--- src/rtl/proc_seq_ctrl.sv ---
`default_nettype none
// ============================================================================
// Module      : proc_seq_ctrl
// Description : Host-facing sequencer for the matrix processor. Accepts a
//               command, buffers eight operand words, drives contiguous
//               en_inst / en_data / en_wb bursts into the processor, captures
//               the result words and streams them back with valid/ready.
// Revision    : 1.0 - initial release
// ============================================================================
module proc_seq_ctrl #(
    parameter int DW         = 32,  // must be 32: the processor is fixed 32b
    parameter int GAP_CYCLES = 1    // idle cycles between en_data and en_wb, >= 1
) (
    input  logic          clk,
    input  logic          rst,
    input  logic          cmd_valid,
    output logic          cmd_ready,
    input  logic [2:0]    cmd_op,
    input  logic          opd_valid,
    output logic          opd_ready,
    input  logic [DW-1:0] opd_data,
    output logic          res_valid,
    input  logic          res_ready,
    output logic [DW-1:0] res_data,
    output logic          res_last,
    output logic          busy,
    output logic          err,
    output logic [31:0]   proc_data_in,
    output logic          proc_en_inst,
    output logic          proc_en_data,
    output logic          proc_en_wb,
    input  logic [31:0]   proc_data_out
);

    typedef enum logic [2:0] {
        S_IDLE = 3'd0,
        S_LOAD = 3'd1,
        S_INST = 3'd2,
        S_DATA = 3'd3,
        S_GAP  = 3'd4,
        S_WB   = 3'd5,
        S_OUT  = 3'd6
    } state_t;

    localparam int               c_GAP_W    = (GAP_CYCLES > 1) ? $clog2(GAP_CYCLES) : 1;
    localparam logic [c_GAP_W-1:0] c_GAP_LAST = c_GAP_W'(GAP_CYCLES - 1);
    localparam logic [2:0]       c_OP_DEL   = 3'd4;

    state_t               r_state;
    state_t               w_state_nxt;
    logic [2:0]           r_op;
    logic [2:0]           r_cnt;      // shared word index for LOAD/DATA/WB/OUT
    logic [c_GAP_W-1:0]   r_gap;
    logic [DW-1:0]        r_obuf [8];
    logic [31:0]          r_rbuf [4];
    logic                 r_err;
    logic                 w_cnt_step;
    logic                 w_cmd_ok;
    logic                 w_cmd_bad;
    logic [1:0]           w_res_last_idx;

    // A command is only looked at while IDLE; opcodes above del are rejected.
    assign w_cmd_ok       = (r_state == S_IDLE) && cmd_valid && (cmd_op <= c_OP_DEL);
    assign w_cmd_bad      = (r_state == S_IDLE) && cmd_valid && (cmd_op >  c_OP_DEL);
    // del produces a single scalar, every other op a full 2x2 result.
    assign w_res_last_idx = (r_op == c_OP_DEL) ? 2'd0 : 2'd3;
    assign err            = r_err;

    // State register.
    always_ff @(posedge clk) begin
        if (rst) begin
            r_state <= S_IDLE;
        end else begin
            r_state <= w_state_nxt;
        end
    end

    // Next-state decode and all handshake / processor-side outputs.
    always_comb begin
        w_state_nxt  = r_state;
        w_cnt_step   = 1'b0;
        cmd_ready    = 1'b0;
        opd_ready    = 1'b0;
        res_valid    = 1'b0;
        res_data     = '0;
        res_last     = 1'b0;
        busy         = 1'b1;
        proc_data_in = 32'd0;
        proc_en_inst = 1'b0;
        proc_en_data = 1'b0;
        proc_en_wb   = 1'b0;
        unique case (r_state)
            S_IDLE: begin
                busy      = 1'b0;
                // Held low while rst is asserted so the reset cycle shows all outputs at 0.
                cmd_ready = ~rst;
                if (w_cmd_ok) begin
                    w_state_nxt = S_LOAD;
                end
            end
            S_LOAD: begin
                opd_ready  = 1'b1;
                w_cnt_step = opd_valid;
                if (opd_valid && (r_cnt == 3'd7)) begin
                    w_state_nxt = S_INST;
                end
            end
            S_INST: begin
                proc_en_inst = 1'b1;
                proc_data_in = {r_op, 29'd0};
                w_state_nxt  = S_DATA;
            end
            S_DATA: begin
                // The processor restarts its index if en_data drops, so this
                // burst always runs all eight cycles back to back.
                proc_en_data = 1'b1;
                proc_data_in = r_obuf[r_cnt];
                w_cnt_step   = 1'b1;
                if (r_cnt == 3'd7) begin
                    w_state_nxt = S_GAP;
                end
            end
            S_GAP: begin
                if (r_gap == c_GAP_LAST) begin
                    w_state_nxt = S_WB;
                end
            end
            S_WB: begin
                proc_en_wb = 1'b1;
                w_cnt_step = 1'b1;
                if (r_cnt == 3'd3) begin
                    w_state_nxt = S_OUT;
                end
            end
            S_OUT: begin
                res_valid  = 1'b1;
                res_data   = r_rbuf[r_cnt[1:0]];
                res_last   = (r_cnt[1:0] == w_res_last_idx);
                w_cnt_step = res_ready;
                if (res_ready && res_last) begin
                    w_state_nxt = S_IDLE;
                end
            end
            default: begin
                w_state_nxt = S_IDLE;
            end
        endcase
    end

    // Opcode latch, word index, gap timer, operand/result buffers and error pulse.
    always_ff @(posedge clk) begin
        if (rst) begin
            r_op  <= 3'd0;
            r_cnt <= 3'd0;
            r_gap <= '0;
            r_err <= 1'b0;
            for (int i = 0; i < 8; i++) begin
                r_obuf[i] <= '0;
            end
            for (int i = 0; i < 4; i++) begin
                r_rbuf[i] <= 32'd0;
            end
        end else begin
            r_err <= w_cmd_bad;

            if (w_cmd_ok) begin
                r_op <= cmd_op;
            end

            // Index restarts on every state change so each phase counts from 0.
            if (r_state != w_state_nxt) begin
                r_cnt <= 3'd0;
            end else if (w_cnt_step) begin
                r_cnt <= r_cnt + 3'd1;
            end

            if (r_state == S_GAP) begin
                r_gap <= r_gap + c_GAP_W'(1);
            end else begin
                r_gap <= '0;
            end

            if ((r_state == S_LOAD) && opd_valid) begin
                r_obuf[r_cnt] <= opd_data;
            end

            if (r_state == S_WB) begin
                r_rbuf[r_cnt[1:0]] <= proc_data_out;
            end
        end
    end

endmodule
`default_nettype wire

--- config.mk ---
export PLATFORM = sky130hd
export DESIGN_NAME = proc_seq_ctrl
export DESIGN_NICKNAME = d
export VERILOG_FILES = /design/src/rtl/proc_seq_ctrl.sv
export SDC_FILE = /design/constraint.sdc
export NUM_CORES = 1
export LEC_CHECK = 0
export CAP_MARGIN = 20
export CORE_MARGIN = 3
export CORE_UTILIZATION = 60
export CTS_BUF_LIST = sky130_fd_sc_hd__clkbuf_2 sky130_fd_sc_hd__clkbuf_4 sky130_fd_sc_hd__clkbuf_8
export CTS_CLUSTER_DIAMETER = 40
export DETAILED_ROUTE_END_ITERATION = 8
export DONT_BUFFER_PORTS = 1
export PLACE_DENSITY = 0.86
export SLEW_MARGIN = 0
export SYNTH_ARGS = -nofsm -noshare
export SYNTH_HDL_FRONTEND = slang
export SYNTH_SLANG_ARGS = --single-unit
export TNS_END_PERCENT = 100
--- constraint.sdc ---
create_clock -name clk -period 8.5 [get_ports clk]
set_clock_uncertainty 0.1 [all_clocks]
set_input_delay 2.55 -clock clk [delete_from_list [all_inputs] [get_ports clk]]
set_output_delay 2.55 -clock clk [all_outputs]
set_load 0.05 [all_outputs]
==> summary.txt, run 1 <==
Synthesis
  • Most frequent cell after synthesis: edfxtp_1
  • XOR/XNOR Fraction of Synth Area: 0.04845%
  • Dominant cells by area after synthesis: edfxtp_1, and2_1, mux4_2
  • Largest family of logic cells by synthesized area: simple AND/OR/NAND/NOR gates
  • Proportion of synthesized area in mux cells: between 10 and 15%
  • Sequential-to-total area share from yosys stat: between 60 and 70%
  • Yosys cell types: 42
  • Synth Area per Inst: between 15 and 20 um^2
  • Synth Instances: ~1200
  • Post-synthesis simple-gate area fraction: roughly 17%
  • Mapped Nets: 1238
  • Synth Area in Adders: less than 1%
  • Netlist Area Pre-Place: about 0.018 mm^2
  • Yosys top cell area share: about 64%
  • Asr flop ratio synth: 0%
  • Yosys top cell by area: edfxtp_1
  • EDFF count, synth: ~380
  • Post-synth top cells: edfxtp_1, and2_1, mux4_2
  • Top_reg_cell synth: edfxtp_1
  • Synth Area in Compound Gates: 0.7267%
  • #FFs+latches synth: slightly below 400
  • Warning count from the yosys run: 0

Place
  • Routability Congestion: 0.7780
  • Placed instance count: 1488
  • I/O Buffers: 0
  • HPWL after DPL: slightly above 20 mm

Worst setup path
  • Crit. End Element: output port
  • Setup crit end: proc_data_in[0]
  • CP Class: reg2out
  • Worst endpoint data arrival time: 3360 ps
  • Flop2flop setup slack: between 5000 and 6000 ps
  • CP required: 5850 ps
  • Worst r2r src: r_state[0]
  • Startpoint Class: register
  • Reg2Reg Capture Point: r_obuf[3][1]
  • Worst R2R Path Depth: 6
  • Critical Path Fanout Max: 42

STA
  • Max Slew Vio Count: 0
  • Worst slew margin: 20.83%
  • RSZ-0062 raised after global routing: false
  • Setup TNS: 0 ps
  • Final setup fails: 0
  • Tmin final: around 6000 ps
  • Timing-limited maximum frequency: between 0.15 and 0.2 GHz
  • Worst Tran Pin Value: ~1200 ps
  • Post-route clock period utilization: 70.66%
  • Hold Fails Final Rpt: 0

Floorplanning
  • Die extent in y: around 180 um
  • Rows: between 60 and 70
  • Chip Width: 179.6 um
  • Number of top-level pins: around 150
  • Initial Util: between 60% and 70%
  • DIE AREA: approximately 0.032 mm^2
  • Core Region: 0.02917 mm^2

Clock network
  • Clk pin slew, worst setup/hold paths: about 60 ps
  • Hold buffer count at CTS: 0
  • CTS sink count: approximately 400
  • Root Buffer: clkbuf_8
  • CTS Buf Count: 61
  • CTS H-Tree Depth: 2
  • Post_cts resized: 0
  • Max clock buf depth: 3
  • CTS tree: built
  • Post-CTS Setup Bufs: 0
  • Clk_lat worst skew: ~610 ps

GRT
  • First-pass GRT wire length: 58.35 mm
  • Largest net degree at the start of global routing: 66
  • Grt total ovfl: 0
  • Vias in the first global route: 10350
  • Initial antenna violation count: 0
  • Gr usage total: between 20% and 30%

Route
  • Final wirelength: roughly 37 mm
  • Via count: 9575
  • DR iter-0 viols: just over 1000
  • Final ANT Viol Nets: 0
  • Drt pass-1 iters: 6
  • DRC Markers: 0
  • WL/cell: approximately 23 um
  • Vias per cell: ~6

Power
  • Maximum VDD drop: around 130 uV
  • Leak pwr: about 7.0 nW
  • Power Density: between 200 and 250 mW/mm^2

Layout
  • Nets: about 1200
  • Finished Layout Cells: about 1600
  • # diodes: 0
  • Share of cells above drive strength 1: between 20% and 30%
  • Area grow syn2layout: 8.423%

Worst hold path
  • HP Class: reg2reg

Status
  • Status: complete, no violations

Job
  • Max-cap violations: 0
-- worst min path at each step --
stage,start,end,slack (ps),cells past startpoint
global placement,r_gap,r_gap,310,1
detailed placement,r_gap,r_gap,320,1
finish,r_gap,r_gap,330,1
floorplan,r_gap,r_gap,300,1
global route,r_gap,r_gap,340,1
CTS,r_gap,r_gap,320,1
-- stage by stage --
step	hold WS, ps	instance area [um^2]	utilization [%]	power, mW	setup WS, ps
floorplan	300.3	18080	-	2.385	2261
global placement	308.3	18370	62.98	2.420	2621
detailed placement	316.4	18380	63.01	2.428	2620
CTS	324.8	19590	67.15	3.980	2361
global route	339.7	19600	67.20	4.088	2174
finish	325.2	19600	67.20	3.960	2494
-- logic make-up (layout without fill, tap and decap cells) --
group	count (synthesis)	after routing
AO/OA/AOI/OAI	22	22
XOR/XNOR	1	1
flip-flops	398	398
buffers and inverters	86	136
AND/OR/NAND/NOR	517	517
multiplexers	136	136
adder cells (fa/ha/maj)	3	3
-- critical path, cell delays in order (launching register included) --
cell and delay (ps):
dfxtp_4 900, buf_4 660, mux4_2 340, mux2i_1 100
nor2_1 730
-- where the power goes --
group | switching [mW] | total, mW | internal (mW)
registers | 0.0276 | 2.24 | 2.21
clock network | 0.721 | 1.57 | 0.853
logic | 0.0831 | 0.145 | 0.0622
-- sequential cells by signal (all words and copies together) (netlist names), named ones only --
signal / cells
r_op: 3
r_cnt: 3
err: 1
r_gap: 1
r_rbuf: 128
r_obuf: 256
r_state: 3
-- layout make-up --
cell class,count,area [um^2]
Sequential cell,398,11820
Fill cell,1931,9567
Multi-Input combinational cell,679,5897
Clock buffer,81,989.7
Tap cell,384,480.5
Clock inverter,27,220.2
Timing Repair Buffer,22,171.4
Inverter,6,22.52
-- metal layers --
layer	GRT usage, %	vias to the layer above	share of wire [%]
met1	29.74	4831	38
met5	0	-	0
li1	-	4279	-
met3	5.740	67	8.6
met2	39.72	398	51
met4	7.302	0	2.3
-- cells in the final DEF (no fill, tap or decap), drive strengths merged, types with 3 or more instances in the layout --
cell type / instances
nand2b: 6
nor2: 54
nor3b: 3
bufinv: 3
a21oi: 7
clkbuf: 82
ha: 3
and3: 32
or2: 8
mux4: 96
o21ai: 8
nor3: 7
mux2i: 40
inv: 10
edfxtp: 384
o21bai: 3
nand2: 13
buf: 21
nand3: 3
nor2b: 34
dfxtp: 14
and2: 352
clkinv: 19
Note: power is estimated with default switching activity, not from simulation.
==> inputs of run 2 (changes only) <==
--- a/config.mk
+++ b/config.mk
@@ -12,7 +12,7 @@
 export CTS_CLUSTER_DIAMETER = 40
 export DETAILED_ROUTE_END_ITERATION = 8
 export DONT_BUFFER_PORTS = 1
-export PLACE_DENSITY = 0.86
+export PLACE_DENSITY = 0.89
 export SLEW_MARGIN = 0
 export SYNTH_ARGS = -nofsm -noshare
 export SYNTH_HDL_FRONTEND = slang
==> constraint.sdc (replaced) <==
create_clock -name clk -period 5.1 [get_ports clk]
set_clock_uncertainty 0.1 [all_clocks]
set_input_delay 1.53 -clock clk [delete_from_list [all_inputs] [get_ports clk]]
set_output_delay 1.53 -clock clk [all_outputs]
set_load 0.05 [all_outputs]
==> run 2 against run 1 <==
Against the previous run: first-iteration DRC count is 18% higher; wire length increased by 5.6%; cell area grew 2.2%; largest power group unchanged; sequential power up 67%; via count grew 5.3%; largest cell class unchanged; worst setup slack worse by 1900 ps; sequential share of layout area decreased by 1.3 points; flip-flop and latch count did not move; combinational power increased by 71%; non-clock buffer count grew 67; global-route usage up 1.1 points.
==> summary.txt, run 2 (synthesis results as in run 1) <==
Route
  • WL/cell: 23.77 um (was 23.40 um)
  • DR iter-0 viols: 1202 (was 1021)
  • Vias per cell: 6.072 (was 5.996)
  • DRC Markers: 0 (unchanged)
  • Drt pass-1 iters: 5 (was 6)
  • Via count: 10080 (was 9575)
  • Final ANT Viol Nets: 0 (unchanged)
  • Final wirelength: 39.46 mm (was 37.37 mm)

STA
  • Worst slew margin: 31.52% (was 20.83%)
  • Tmin final: around 4500 ps
  • RSZ-0062 raised after global routing: false (unchanged)
  • Max Slew Vio Count: 0 (unchanged)
  • Worst Tran Pin Value: 1027 ps (was 1191 ps)
  • Post-route clock period utilization: between 80 and 90%
  • Setup TNS: 0 ps (unchanged)
  • Final setup fails: 0 (unchanged)
  • Hold Fails Final Rpt: 0 (unchanged)
  • Timing-limited maximum frequency: between 0.2 and 0.25 GHz

Floorplanning
  • Initial Util: 61.98% (unchanged)
  • Die extent in y: 179.6 um (unchanged)
  • Chip Width: 179.6 um (unchanged)
  • Rows: 62 (unchanged)
  • Core Region: 0.02917 mm^2 (unchanged)
  • Number of top-level pins: 145 (unchanged)
  • DIE AREA: 0.03225 mm^2 (unchanged)

Power
  • Comb power frac: 3.8% (was 3.7%)
  • Leak pwr: 7.321 nW (was 6.997 nW)
  • Clock power frac: 38.4% (was 39.7%)
  • Internal: 5.112 mW (was 3.128 mW)
  • NetSw: 1.354 mW (was 0.8321 mW)
  • Sw Ratio: 20.94% (was 21.01%)
  • Seq pwr share: 57.8% (was 56.6%)
  • Power Density: 322.7 mW/mm^2 (was 202.0 mW/mm^2)
  • Maximum VDD drop: 201.6 uV (was 132.3 uV)

Worst setup path
  • Worst Path Buf+Inv: 2 (was 1)
  • Flop2flop setup slack: 1930 ps (was 5220 ps)
  • Slowest Stage Delay on Critical Path: 770 ps (was 900 ps)
  • CP Class: reg2out (unchanged)
  • Worst-path cell chain: buf_12, mux4_2, mux2i_1, nor2_1, buf_4 (was buf_4, mux4_2, mux2i_1, nor2_1)
  • Critical Path Fanout Max: 30 (was 42)
  • Worst r2r src: r_state[0] (unchanged)
  • Crit. path cell count: 5 (was 4)
  • Startpoint Class: register (unchanged)
  • Worst endpoint data arrival time: 2860 ps (was 3360 ps)
  • Slowest-stage cell, CP: dfxtp_4 (unchanged)
  • Reg2Reg Capture Point: r_obuf[7][7] (was r_obuf[3][1])
  • Worst path top cell family by delay: multiplexers (was flip-flops)
  • Worst R2R Path Depth: 6 (unchanged)
  • Crit. End Element: output port (unchanged)
  • CP required: 3470 ps (was 5850 ps)

Layout
  • Nets: 1308 (was 1243)
  • Most frequent cells in the layout: edfxtp_1, and2_1, mux4_2 (unchanged)
  • Area grow syn2layout: 10.82% (was 8.423%)
  • Share of cells above drive strength 1: 23.84% (was 20.20%)
  • Regs by FF count: r_obuf x256, r_rbuf x128 (unchanged)
  • Number of flip-flops in the largest register: 256 (unchanged)
  • Largest register by flop count: r_obuf (unchanged)
  • Commonest non-fill, non-tap cell in the layout: edfxtp_1 (unchanged)
  • Design Area, Final: 0.02003 mm^2 (was 0.01960 mm^2)

GRT
  • Vias in the first global route: 10750 (was 10350)
  • First-pass GRT wire length: 61.36 mm (was 58.35 mm)
  • Initial antenna violation count: 0 (unchanged)
  • Grt total ovfl: 0 (unchanged)
  • Gr usage total: 24.37% (was 23.24%)
  • Largest net degree at the start of global routing: 65 (was 66)

Worst hold path
  • Hold path depth: 1 (unchanged)
  • Hold endpoint: r_gap (unchanged)
  • HP Class: reg2reg (unchanged)
  • Worst min-delay path startpoint: r_gap (unchanged)

Clock network
  • Hold buffer count at CTS: 0 (unchanged)
  • Clk_lat worst skew: 580 ps (was 610 ps)
  • Root Buffer: clkbuf_8 (unchanged)
  • CTS tree: built (unchanged)
  • Post-CTS Setup Bufs: 0 (unchanged)
  • CTS H-Tree Depth: 2 (unchanged)
  • Post_cts resized: 0 (unchanged)
  • CTS Buf Count: 59 (was 61)
  • Max clock buf depth: 3 (unchanged)
  • Clk pin slew, worst setup/hold paths: 60 ps (about the same)
  • CTS sink count: 398 (unchanged)

Status
  • Status: complete, no violations (unchanged)

Place
  • HPWL after DPL: 22.67 mm (was 20.62 mm)
  • Routability Congestion: 0.7684 (was 0.7780)
  • Placed standard-cell area: 0.01891 mm^2 (was 0.01838 mm^2)
  • I/O Buffers: 0 (unchanged)

Job
  • Max-cap violations: 0 (unchanged)
run 2: changes by cell type in the layout (fill, tap and decap cells not counted), sizes merged, moves of 2 or more:
cell / change
bufinv: -2
clkbuf: +2
buf: +68
inv: -3
clkinv: -2
run 2: area by class of cell:
type	instances	area, um^2
flip-flops and latches	398	11820
clock buffers	84	1012
fillers	1853	9134
inverters	6	22.52
diodes	1	2.502
clock inverters	19	106.4
multi-input cells	679	5897
repair buffers	89	693.2
well taps	384	480.5
run 2: power by group through the flow:
| stage | clock network, mW | logic (mW) | registers [mW] |
|---|---|---|---|
| final | 2.48 | 0.248 | 3.74 |
| after global routing | 2.65 | 0.266 | 3.75 |
| after CTS | 2.51 | 0.251 | 3.74 |
| after detailed placement | 0 | 0.248 | 3.80 |
| after global placement | 0 | 0.244 | 3.79 |
| after floorplan | 0 | 0.200 | 3.78 |
run 2: metrics by stage:
step	power (mW)	instances	setup slack, ps	util (%)	hold WS, ps
6_report	6.466	1660	610.8	68.69	317.3
3_3_place_gp	4.036	1556	1250	64.84	305.7
4_1_cts	6.495	1659	537.1	68.68	320.5
2_1_floorplan	3.975	1163	901.2	-	300.3
3_5_place_dp	4.051	1556	1194	64.84	312.5
5_1_grt	6.660	1659	413.7	68.68	358.2
run 2: how the worst max path moves through the flow:
stage | start | to | slack [ps]
2_1_floorplan | rst | cmd_ready | 900
3_3_place_gp | opd_valid | r_obuf[7][12] | 1250
3_5_place_dp | opd_valid | r_obuf[7][4] | 1190
4_1_cts | register | proc_data_in[1] | 540
5_1_grt | register | proc_data_in[1] | 410
6_report | register | proc_data_in[1] | 610
run 2: routing by layer:
layer	part of all wire [%]	wire, um	GRT usage [%]	vias to the layer above
met5	0	0	0	-
met4	3.3	1286	9.437	0
met3	8.4	3301	5.376	96
met2	50	19810	39.78	513
met1	38	15060	32.59	5072
li1	-	-	-	4399
